File: src/rtl/i2c_sb_sequencer.sv
// i2c_sb_sequencer: runs I2C register reads/writes through the SB_I2C hard-IP system bus
module i2c_sb_sequencer #(
    parameter logic [9:0]  PRESCALE   = 10'd15,
    parameter logic [15:0] POLL_LIMIT = 16'd50000,
    parameter logic [3:0]  BUS_ADDR74 = 4'b0001
) (
    input  logic       clock,
    input  logic       reset,
    input  logic       cmd_valid,
    output logic       cmd_ready,
    input  logic       cmd_rw,
    input  logic [6:0] cmd_dev,
    input  logic [7:0] cmd_reg,
    input  logic [7:0] cmd_wdata,
    output logic       rsp_valid,
    output logic [7:0] rsp_rdata,
    output logic       rsp_nack,
    output logic       rsp_timeout,
    output logic       sb_stb,
    output logic       sb_rw,
    output logic [7:0] sb_adr,
    output logic [7:0] sb_dato,
    input  logic [7:0] sb_dati,
    input  logic       sb_ack
);
    localparam logic [3:0] CR1 = 4'h8, CMDR = 4'h9, BRLSB = 4'hA, BRMSB = 4'hB;
    localparam logic [3:0] SR = 4'hC, TXDR = 4'hD, RXDR = 4'hE;

    typedef enum logic [3:0] {
        INIT_CR1, INIT_BRL, INIT_BRH, IDLE, TXD, CMD, POLL, CHK, RXD, STOP, STOP_POLL, RESP
    } state_t;

    state_t      state_q, state_d;
    logic        sb_stb_q, sb_stb_d, sb_rw_q, sb_rw_d;
    logic [7:0]  sb_adr_q, sb_adr_d, sb_dato_q, sb_dato_d;
    logic        cmd_ready_q, cmd_ready_d, rsp_valid_q, rsp_valid_d;
    logic        rsp_nack_q, rsp_nack_d, rsp_timeout_q, rsp_timeout_d;
    logic [7:0]  rsp_rdata_q, rsp_rdata_d;
    logic        op_rw_q, op_rw_d;
    logic [6:0]  op_dev_q, op_dev_d;
    logic [7:0]  op_reg_q, op_reg_d, op_wdata_q, op_wdata_d;
    logic [1:0]  step_q, step_d;
    logic [15:0] poll_cnt_q, poll_cnt_d;
    logic        rarc_q, rarc_d;
    logic [7:0]  rx_q, rx_d;

    logic        acc_en, acc_wr, done;
    logic [3:0]  acc_off;
    logic [7:0]  acc_dat, tx_byte, cmd_byte;
    logic [15:0] poll_inc;

    // Step 0 addresses the device, step 1 sends the register, step 2 sends data or the
    // repeated-start address, step 3 is the single-byte read with NACK
    assign tx_byte  = step_q == 2'd0 ? {op_dev_q, 1'b0} : step_q == 2'd1 ? op_reg_q :
                      op_rw_q ? {op_dev_q, 1'b1} : op_wdata_q;
    assign cmd_byte = step_q == 2'd3 ? 8'h2C :
                      (step_q == 2'd0 || (step_q == 2'd2 && op_rw_q)) ? 8'h94 : 8'h14;
    assign done     = sb_stb_q & sb_ack;
    assign poll_inc = poll_cnt_q + 16'd1;

    // Bus access each state needs: direction, register offset and write byte
    always_comb begin
        acc_en  = 1'b1;
        acc_wr  = 1'b1;
        acc_off = CMDR;
        acc_dat = 8'h00;
        case (state_q)
            INIT_CR1:        begin acc_off = CR1;   acc_dat = 8'h80; end
            INIT_BRL:        begin acc_off = BRLSB; acc_dat = PRESCALE[7:0]; end
            INIT_BRH:        begin acc_off = BRMSB; acc_dat = {6'b0, PRESCALE[9:8]}; end
            TXD:             begin acc_off = TXDR;  acc_dat = tx_byte; end
            CMD:             acc_dat = cmd_byte;
            STOP:            acc_dat = 8'h44;
            POLL, STOP_POLL: begin acc_wr = 1'b0; acc_off = SR; end
            RXD:             begin acc_wr = 1'b0; acc_off = RXDR; end
            default:         acc_en = 1'b0;
        endcase
    end

    // Sequencer next state, bus handshake and response bookkeeping
    always_comb begin
        state_d       = state_q;
        sb_stb_d      = sb_stb_q;
        sb_rw_d       = sb_rw_q;
        sb_adr_d      = sb_adr_q;
        sb_dato_d     = sb_dato_q;
        rsp_nack_d    = rsp_nack_q;
        rsp_timeout_d = rsp_timeout_q;
        rsp_rdata_d   = rsp_rdata_q;
        op_rw_d       = op_rw_q;
        op_dev_d      = op_dev_q;
        op_reg_d      = op_reg_q;
        op_wdata_d    = op_wdata_q;
        step_d        = step_q;
        poll_cnt_d    = poll_cnt_q;
        rarc_d        = rarc_q;
        rx_d          = rx_q;
        if (done)
            sb_stb_d = 1'b0;
        else if (acc_en && !sb_stb_q) begin
            sb_stb_d  = 1'b1;
            sb_rw_d   = acc_wr;
            sb_adr_d  = {BUS_ADDR74, acc_off};
            sb_dato_d = acc_wr ? acc_dat : 8'h00;
        end
        case (state_q)
            INIT_CR1: if (done) state_d = INIT_BRL;
            INIT_BRL: if (done) state_d = INIT_BRH;
            INIT_BRH: if (done) state_d = IDLE;
            IDLE: if (cmd_valid) begin
                op_rw_d       = cmd_rw;
                op_dev_d      = cmd_dev;
                op_reg_d      = cmd_reg;
                op_wdata_d    = cmd_wdata;
                rsp_nack_d    = 1'b0;
                rsp_timeout_d = 1'b0;
                step_d        = 2'd0;
                state_d       = TXD;
            end
            TXD: if (done) state_d = CMD;
            CMD: if (done) begin
                poll_cnt_d = 16'd0;
                state_d    = POLL;
            end
            POLL: if (done) begin
                poll_cnt_d = poll_inc;
                rarc_d     = sb_dati[5];
                if (sb_dati[2])
                    state_d = step_q == 2'd3 ? RXD : CHK;
                else if (poll_inc >= POLL_LIMIT) begin
                    rsp_timeout_d = 1'b1;
                    state_d       = STOP;
                end
            end
            CHK: begin
                if (rarc_q) begin
                    rsp_nack_d = 1'b1;
                    state_d    = STOP;
                end else if (step_q == 2'd2 && !op_rw_q)
                    state_d = STOP;
                else begin
                    step_d  = step_q + 2'd1;
                    state_d = step_q == 2'd2 ? CMD : TXD;
                end
            end
            RXD: if (done) begin
                rx_d    = sb_dati;
                state_d = STOP;
            end
            STOP: if (done) begin
                poll_cnt_d = 16'd0;
                state_d    = STOP_POLL;
            end
            STOP_POLL: if (done) begin
                poll_cnt_d = poll_inc;
                if (!sb_dati[6] || poll_inc >= POLL_LIMIT) begin
                    rsp_timeout_d = rsp_timeout_q | sb_dati[6];
                    rsp_rdata_d   = (op_rw_q && !rsp_nack_q && !rsp_timeout_d) ? rx_q : 8'h00;
                    state_d       = RESP;
                end
            end
            RESP: state_d = IDLE;
            default: state_d = INIT_CR1;
        endcase
        cmd_ready_d = state_d == IDLE;
        rsp_valid_d = state_d == RESP;
    end

    // State and registered outputs; reset aborts any transfer without a STOP
    always_ff @(posedge clock) begin
        if (!reset) begin
            state_q       <= INIT_CR1;
            sb_stb_q      <= 1'b0;
            sb_rw_q       <= 1'b0;
            sb_adr_q      <= 8'h00;
            sb_dato_q     <= 8'h00;
            cmd_ready_q   <= 1'b0;
            rsp_valid_q   <= 1'b0;
            rsp_nack_q    <= 1'b0;
            rsp_timeout_q <= 1'b0;
            rsp_rdata_q   <= 8'h00;
            op_rw_q       <= 1'b0;
            op_dev_q      <= 7'h00;
            op_reg_q      <= 8'h00;
            op_wdata_q    <= 8'h00;
            step_q        <= 2'd0;
            poll_cnt_q    <= 16'd0;
            rarc_q        <= 1'b0;
            rx_q          <= 8'h00;
        end else begin
            state_q       <= state_d;
            sb_stb_q      <= sb_stb_d;
            sb_rw_q       <= sb_rw_d;
            sb_adr_q      <= sb_adr_d;
            sb_dato_q     <= sb_dato_d;
            cmd_ready_q   <= cmd_ready_d;
            rsp_valid_q   <= rsp_valid_d;
            rsp_nack_q    <= rsp_nack_d;
            rsp_timeout_q <= rsp_timeout_d;
            rsp_rdata_q   <= rsp_rdata_d;
            op_rw_q       <= op_rw_d;
            op_dev_q      <= op_dev_d;
            op_reg_q      <= op_reg_d;
            op_wdata_q    <= op_wdata_d;
            step_q        <= step_d;
            poll_cnt_q    <= poll_cnt_d;
            rarc_q        <= rarc_d;
            rx_q          <= rx_d;
        end
    end

    assign sb_stb      = sb_stb_q;
    assign sb_rw       = sb_rw_q;
    assign sb_adr      = sb_adr_q;
    assign sb_dato     = sb_dato_q;
    assign cmd_ready   = cmd_ready_q;
    assign rsp_valid   = rsp_valid_q;
    assign rsp_rdata   = rsp_rdata_q;
    assign rsp_nack    = rsp_nack_q;
    assign rsp_timeout = rsp_timeout_q;
endmodule

File: config.mk
export PLATFORM = sky130hd
export DESIGN_NAME = i2c_sb_sequencer
export DESIGN_NICKNAME = d
export VERILOG_FILES = /design/src/rtl/i2c_sb_sequencer.sv
export SDC_FILE = /design/constraint.sdc
export NUM_CORES = 1
export LEC_CHECK = 0
export ABC_AREA = 1
export ABC_CLOCK_PERIOD_IN_PS = 2900
export CORE_ASPECT_RATIO = 0.75
export CORE_MARGIN = 1.5
export CORE_UTILIZATION = 35
export DETAILED_ROUTE_END_ITERATION = 7
export GPL_TIMING_DRIVEN = 0
export PLACE_DENSITY = 0.67
export SYNTH_ARGS = -nofsm -noshare
export SYNTH_HDL_FRONTEND = slang
export SYNTH_SLANG_ARGS = --single-unit
export TNS_END_PERCENT = 10
File: constraint.sdc
create_clock -name clock -period 2.9 [get_ports clock]
set_input_delay 0.87 -clock clock [delete_from_list [all_inputs] [get_ports clock]]
set_output_delay 0.87 -clock clock [all_outputs]
set_load 0.01 [all_outputs]
==> results.txt <==
The flow ran to the end, and the final reports show no timing, DRC or antenna violations. The synthesized design contains 81 register bits. In this run the deepest clock path goes through 2 buffers. The logs give 4165 for the via count and 18900 µm for the global-route wire length before repair. The run gives 11400 µm as the wire length reported by the detailed router. The synthesized design contains 0 enable-type register cells.

The total stage count of the critical path came out at 9. The portion of total power attributed to sequential cells was 0.474; the share of flip-flops with an asynchronous set or reset after synthesis was 0. The detail-routed via count per cell works out to 4.98. The worst setup skew after layout was 0.00881 ns. The worst setup path is launched from a primary input. In this run the post-CTS setup repair buffer count came out at 0. The clock-pin slew on the worst setup and hold paths came out at 0.06 ns. For this run, the detailed router's first-pass iteration total came to 5. The tools report the post-synthesis instance area as 0.00410 mm².

The run gives 0 as the count of endpoints failing hold in the final timing report. The worst register-to-register path begins at poll_cnt_q[0]$_SDFFE_PN0P_. The number of nets in the layout is 711, and the number of buffers inserted for hold repair after clock tree synthesis is 0. Counting the fill cells in the layout gives 1160.

Global routing finished with a remaining overflow of 0. The number of antenna diodes in the final layout is 0. The initial detailed-routing violation count was 266. For the synthesized instance count, the log shows 594. The final core utilization came out at 0.453.

The worst setup path is captured at a register. The number of buffers and inverters on the critical path is 2. The count of input and output buffers works out to 62. The pin count of the biggest net entering global routing was 15.

The worst voltage drop across the vdd grid is 0.000253 V, and the part of the total power dissipated in the clock network is 0.446. The top fanout value on the critical path was 8; the share of the clock period used by the worst path was 0.913. The worst-margin pin slew came out at 1.19 ns. The area fraction of the dominant cell type after synthesis was 0.395; the cell-internal power was 0.00183 W. For the switching power total, the log shows 0.000575 W.

The critical path ends at cmd_ready$_SDFF_PN0_. For the clock latency on the worst-skew pair, the log shows 0.33 ns. Ranked by total cell area, the synthesized netlist is headed by dfxtp_1 (40%), nand2_1 (13%), a21oi_1 (10%), inv_1 (6.4%), nand3_1 (5.2%).

The worst hold margin is 0.456 ns. For the initial antenna violation count, the log shows 0. The worst register-to-register path ends at rsp_rdata[0]$_SDFFE_PN0P_. The congestion estimate from routability-driven global placement came to 0.921.

The largest total area in the synthesized netlist belongs to dfxtp_1. In this run the worst setup path begins at sb_ack. TritonCTS built the clock tree. The type of the worst setup path was primary input to register. Yosys instantiated no cell more often than nand2_1. The tools report the least setup slack across all paths after layout as 0.251 ns. The category of cells accounting for the largest share of critical-path delay was compound AO/OA/AOI/OAI gates.

For the relative slew slack, the log shows 0.200. Global router's overall resource usage: 0.192. The run gives 0 ns as the final total negative setup slack.

The via count of the first global-routing pass came out at 3847. The upper clock frequency limit was 377 MHz; the worst stage delay on the critical path was 0.40 ns. The logs give 0 for the number of cells upsized or downsized after cts and 0 for the post-detailed-route DRC marker count.

Power spread over the standard cell area amounts to 460 mW/mm². For this run, the number of Yosys warnings is 0. The wire-length estimate of the detail-placed layout is 8660 µm.

In the synthesized netlist the dominant register cell turns out to be dfxtp_1. The starting density of the core is 0.356. The library cell used as clock root buffer is clkbuf_16.

The area growth from synthesis to layout is 27.2%. The logs give 0.080 for the combinational cell fraction of total power and 3.13 ns for the data required time of the worst path. Once detail routing completed, the nets flagged for antenna violations numbered 0. Number of distinct library cell variants in the gate-level netlist after synthesis: 43. The worst hold path belongs to the class register to register.

Final critical-path required period: 2.65 ns. Setup violations remaining at the end of the flow were counted as 0. Share of final-layout standard cells stronger than drive strength 1: 0.0727. CTS saw 81 sinks.

The count of cells along the worst register-to-register path is 13. The synthesized area per cell is 6.91 µm². The slowest stage cell on the critical path was clkdlybuf4s50_1.

The worst setup slack before clock tree synthesis came out at -0.0993 ns. By count the netlist is led by nand2_1 (143), a21oi_1 (84), dfxtp_1 (81), inv_1 (70), nand3_1 (43). For the number of max-slew violations in the final report, the log shows 0. The floorplan step set the die width to 128 µm. The level count of the clock H-tree was 3; the number of core rows was 34. The critical path goes through clkdlybuf4s50_1 -> nand2_1 -> clkinv_1 -> o21ai_0 -> a21oi_1 -> a2111oi_1 -> o21ai_1 -> nand3_1 -> nor2_1. The logs give 9 for the clock buffer count from CTS and 0.395 for the portion of the post-synthesis area used by sequential elements.

In this run, placement finished with an instance count of 820. The tools report the static leakage as 1.91 nW. The net switching share of the total power is 0.239, and the reg-to-reg setup timing slack is 0.52 ns. In this run the count of I/O pins placed on the die edge is 66.

For the die area, the log shows 0.0124 mm². The die is 96.8 µm tall. Setup repair after global routing left no endpoint under its margin.

The finished layout holds 836 standard cells, fillers aside. For the area of the core region, the log shows 0.0115 mm². At the worst endpoint, the arrival time is 2.88 ns.

The tool flagged a number of max-cap violations equal to 0. The routed length per instance came out at 13.6 µm.
tightest hold or removal path: stages (launching register included):
cell and delay, ns:
dfxtp_1 0.30, inv_1 0.06, a21oi_1 0.05
routing by layer:
layer / global-route usage / vias to the layer above / wire length [µm]
met2: 0.289 / 129 / 4990
li1: - / 2104 / -
met4: 0.0562 / 0 / 134
met5: 0 / - / 0
met1: 0.280 / 1919 / 5640
met3: 0.0360 / 13 / 586
registers in the layout, summed over array words and instances (netlist names), 2 cells and up:
register	cells
rx_q	8
poll_cnt_q	16
step_q	2
state_q	4
rsp_rdata	8
op_wdata_q	8
sb_adr	4
sb_dato	8
op_dev_q	7
op_reg_q	8
through the flow:
stage,instance area [µm²],total power [W]
2_1_floorplan,4110,0.00125
3_3_place_gp,4930,0.00135
3_5_place_dp,4930,0.00136
4_1_cts,5220,0.00242
5_1_grt,5220,0.00250
6_report,5220,0.00240
power groups by stage:
stage,combinational [W],sequential (W),clock [W]
floorplan,0.0000791,0.00117,0
global placement,0.000190,0.00116,0
detailed placement,0.000192,0.00116,0
CTS,0.000192,0.00114,0.00108
global route,0.000212,0.00114,0.00114
finish,0.000192,0.00114,0.00107
cell usage in the layout, fill, tap and decap left out, types with 2 or more instances in the layout:
cell,netlist,layout
a31oi_1,2,2
nor2_2,4,4
nor3_2,8,8
clkinvlp_4,0,3
dfxtp_1,81,81
o2111ai_1,2,2
ha_1,6,6
nand4_1,10,10
nand3_1,43,43
a221oi_1,2,2
a21oi_1,84,84
buf_2,2,2
buf_4,4,4
clkinv_1,3,3
nand3_2,2,2
nor2_1,37,37
nand2_2,2,2
nor2_4,3,3
nor3_1,7,7
o211ai_1,3,3
clkbuf_16,0,9
o21ai_0,34,34
clkbuf_1,19,20
nand2_1,143,143
o221ai_1,3,3
conb_1,1,3
clkdlybuf4s50_1,0,62
inv_1,70,70
nand2_4,2,2
cells by family after synthesis:
family | Yosys count | share of synthesized area
and+or+nand+nor | 265 | 0.297
AOI/OAI and AO/OA | 139 | 0.185
buffers and inverters | 100 | 0.0976
DFF | 81 | 0.395
adders and majority gates | 6 | 0.0183
xor gates and xnor gates | 2 | 0.00610
other | 1 | 0.000914
final cells by class:
cell class | instances | area, µm² | area share
flip-flops and latches | 81 | 1620 | 0.311
inverters | 74 | 278 | 0.0532
well taps | 162 | 203 | 0.0388
repair buffers | 62 | 621 | 0.119
clock buffers | 11 | 243 | 0.0465
plain buffers | 26 | 123 | 0.0235
multi-input cells | 415 | 2090 | 0.401
clock inverters | 5 | 40.0 | 0.00767
worst min-delay path by stage:
stage	depth (start not counted)	endpoint	slack, ns	from
after floorplan	2	op_wdata_q[1]$_SDFFE_PN0P_	0.42	op_wdata_q[1]$_SDFFE_PN0P_
after global placement	2	op_reg_q[5]$_SDFFE_PN0P_	0.44	op_reg_q[5]$_SDFFE_PN0P_
after detailed placement	2	op_reg_q[5]$_SDFFE_PN0P_	0.45	op_reg_q[5]$_SDFFE_PN0P_
after CTS	2	op_reg_q[5]$_SDFFE_PN0P_	0.46	op_reg_q[5]$_SDFFE_PN0P_
after global routing	2	op_reg_q[3]$_SDFFE_PN0P_	0.48	op_reg_q[3]$_SDFFE_PN0P_
final	2	op_wdata_q[0]$_SDFFE_PN0P_	0.46	op_wdata_q[0]$_SDFFE_PN0P_
Power figures use the tool's default switching activity.
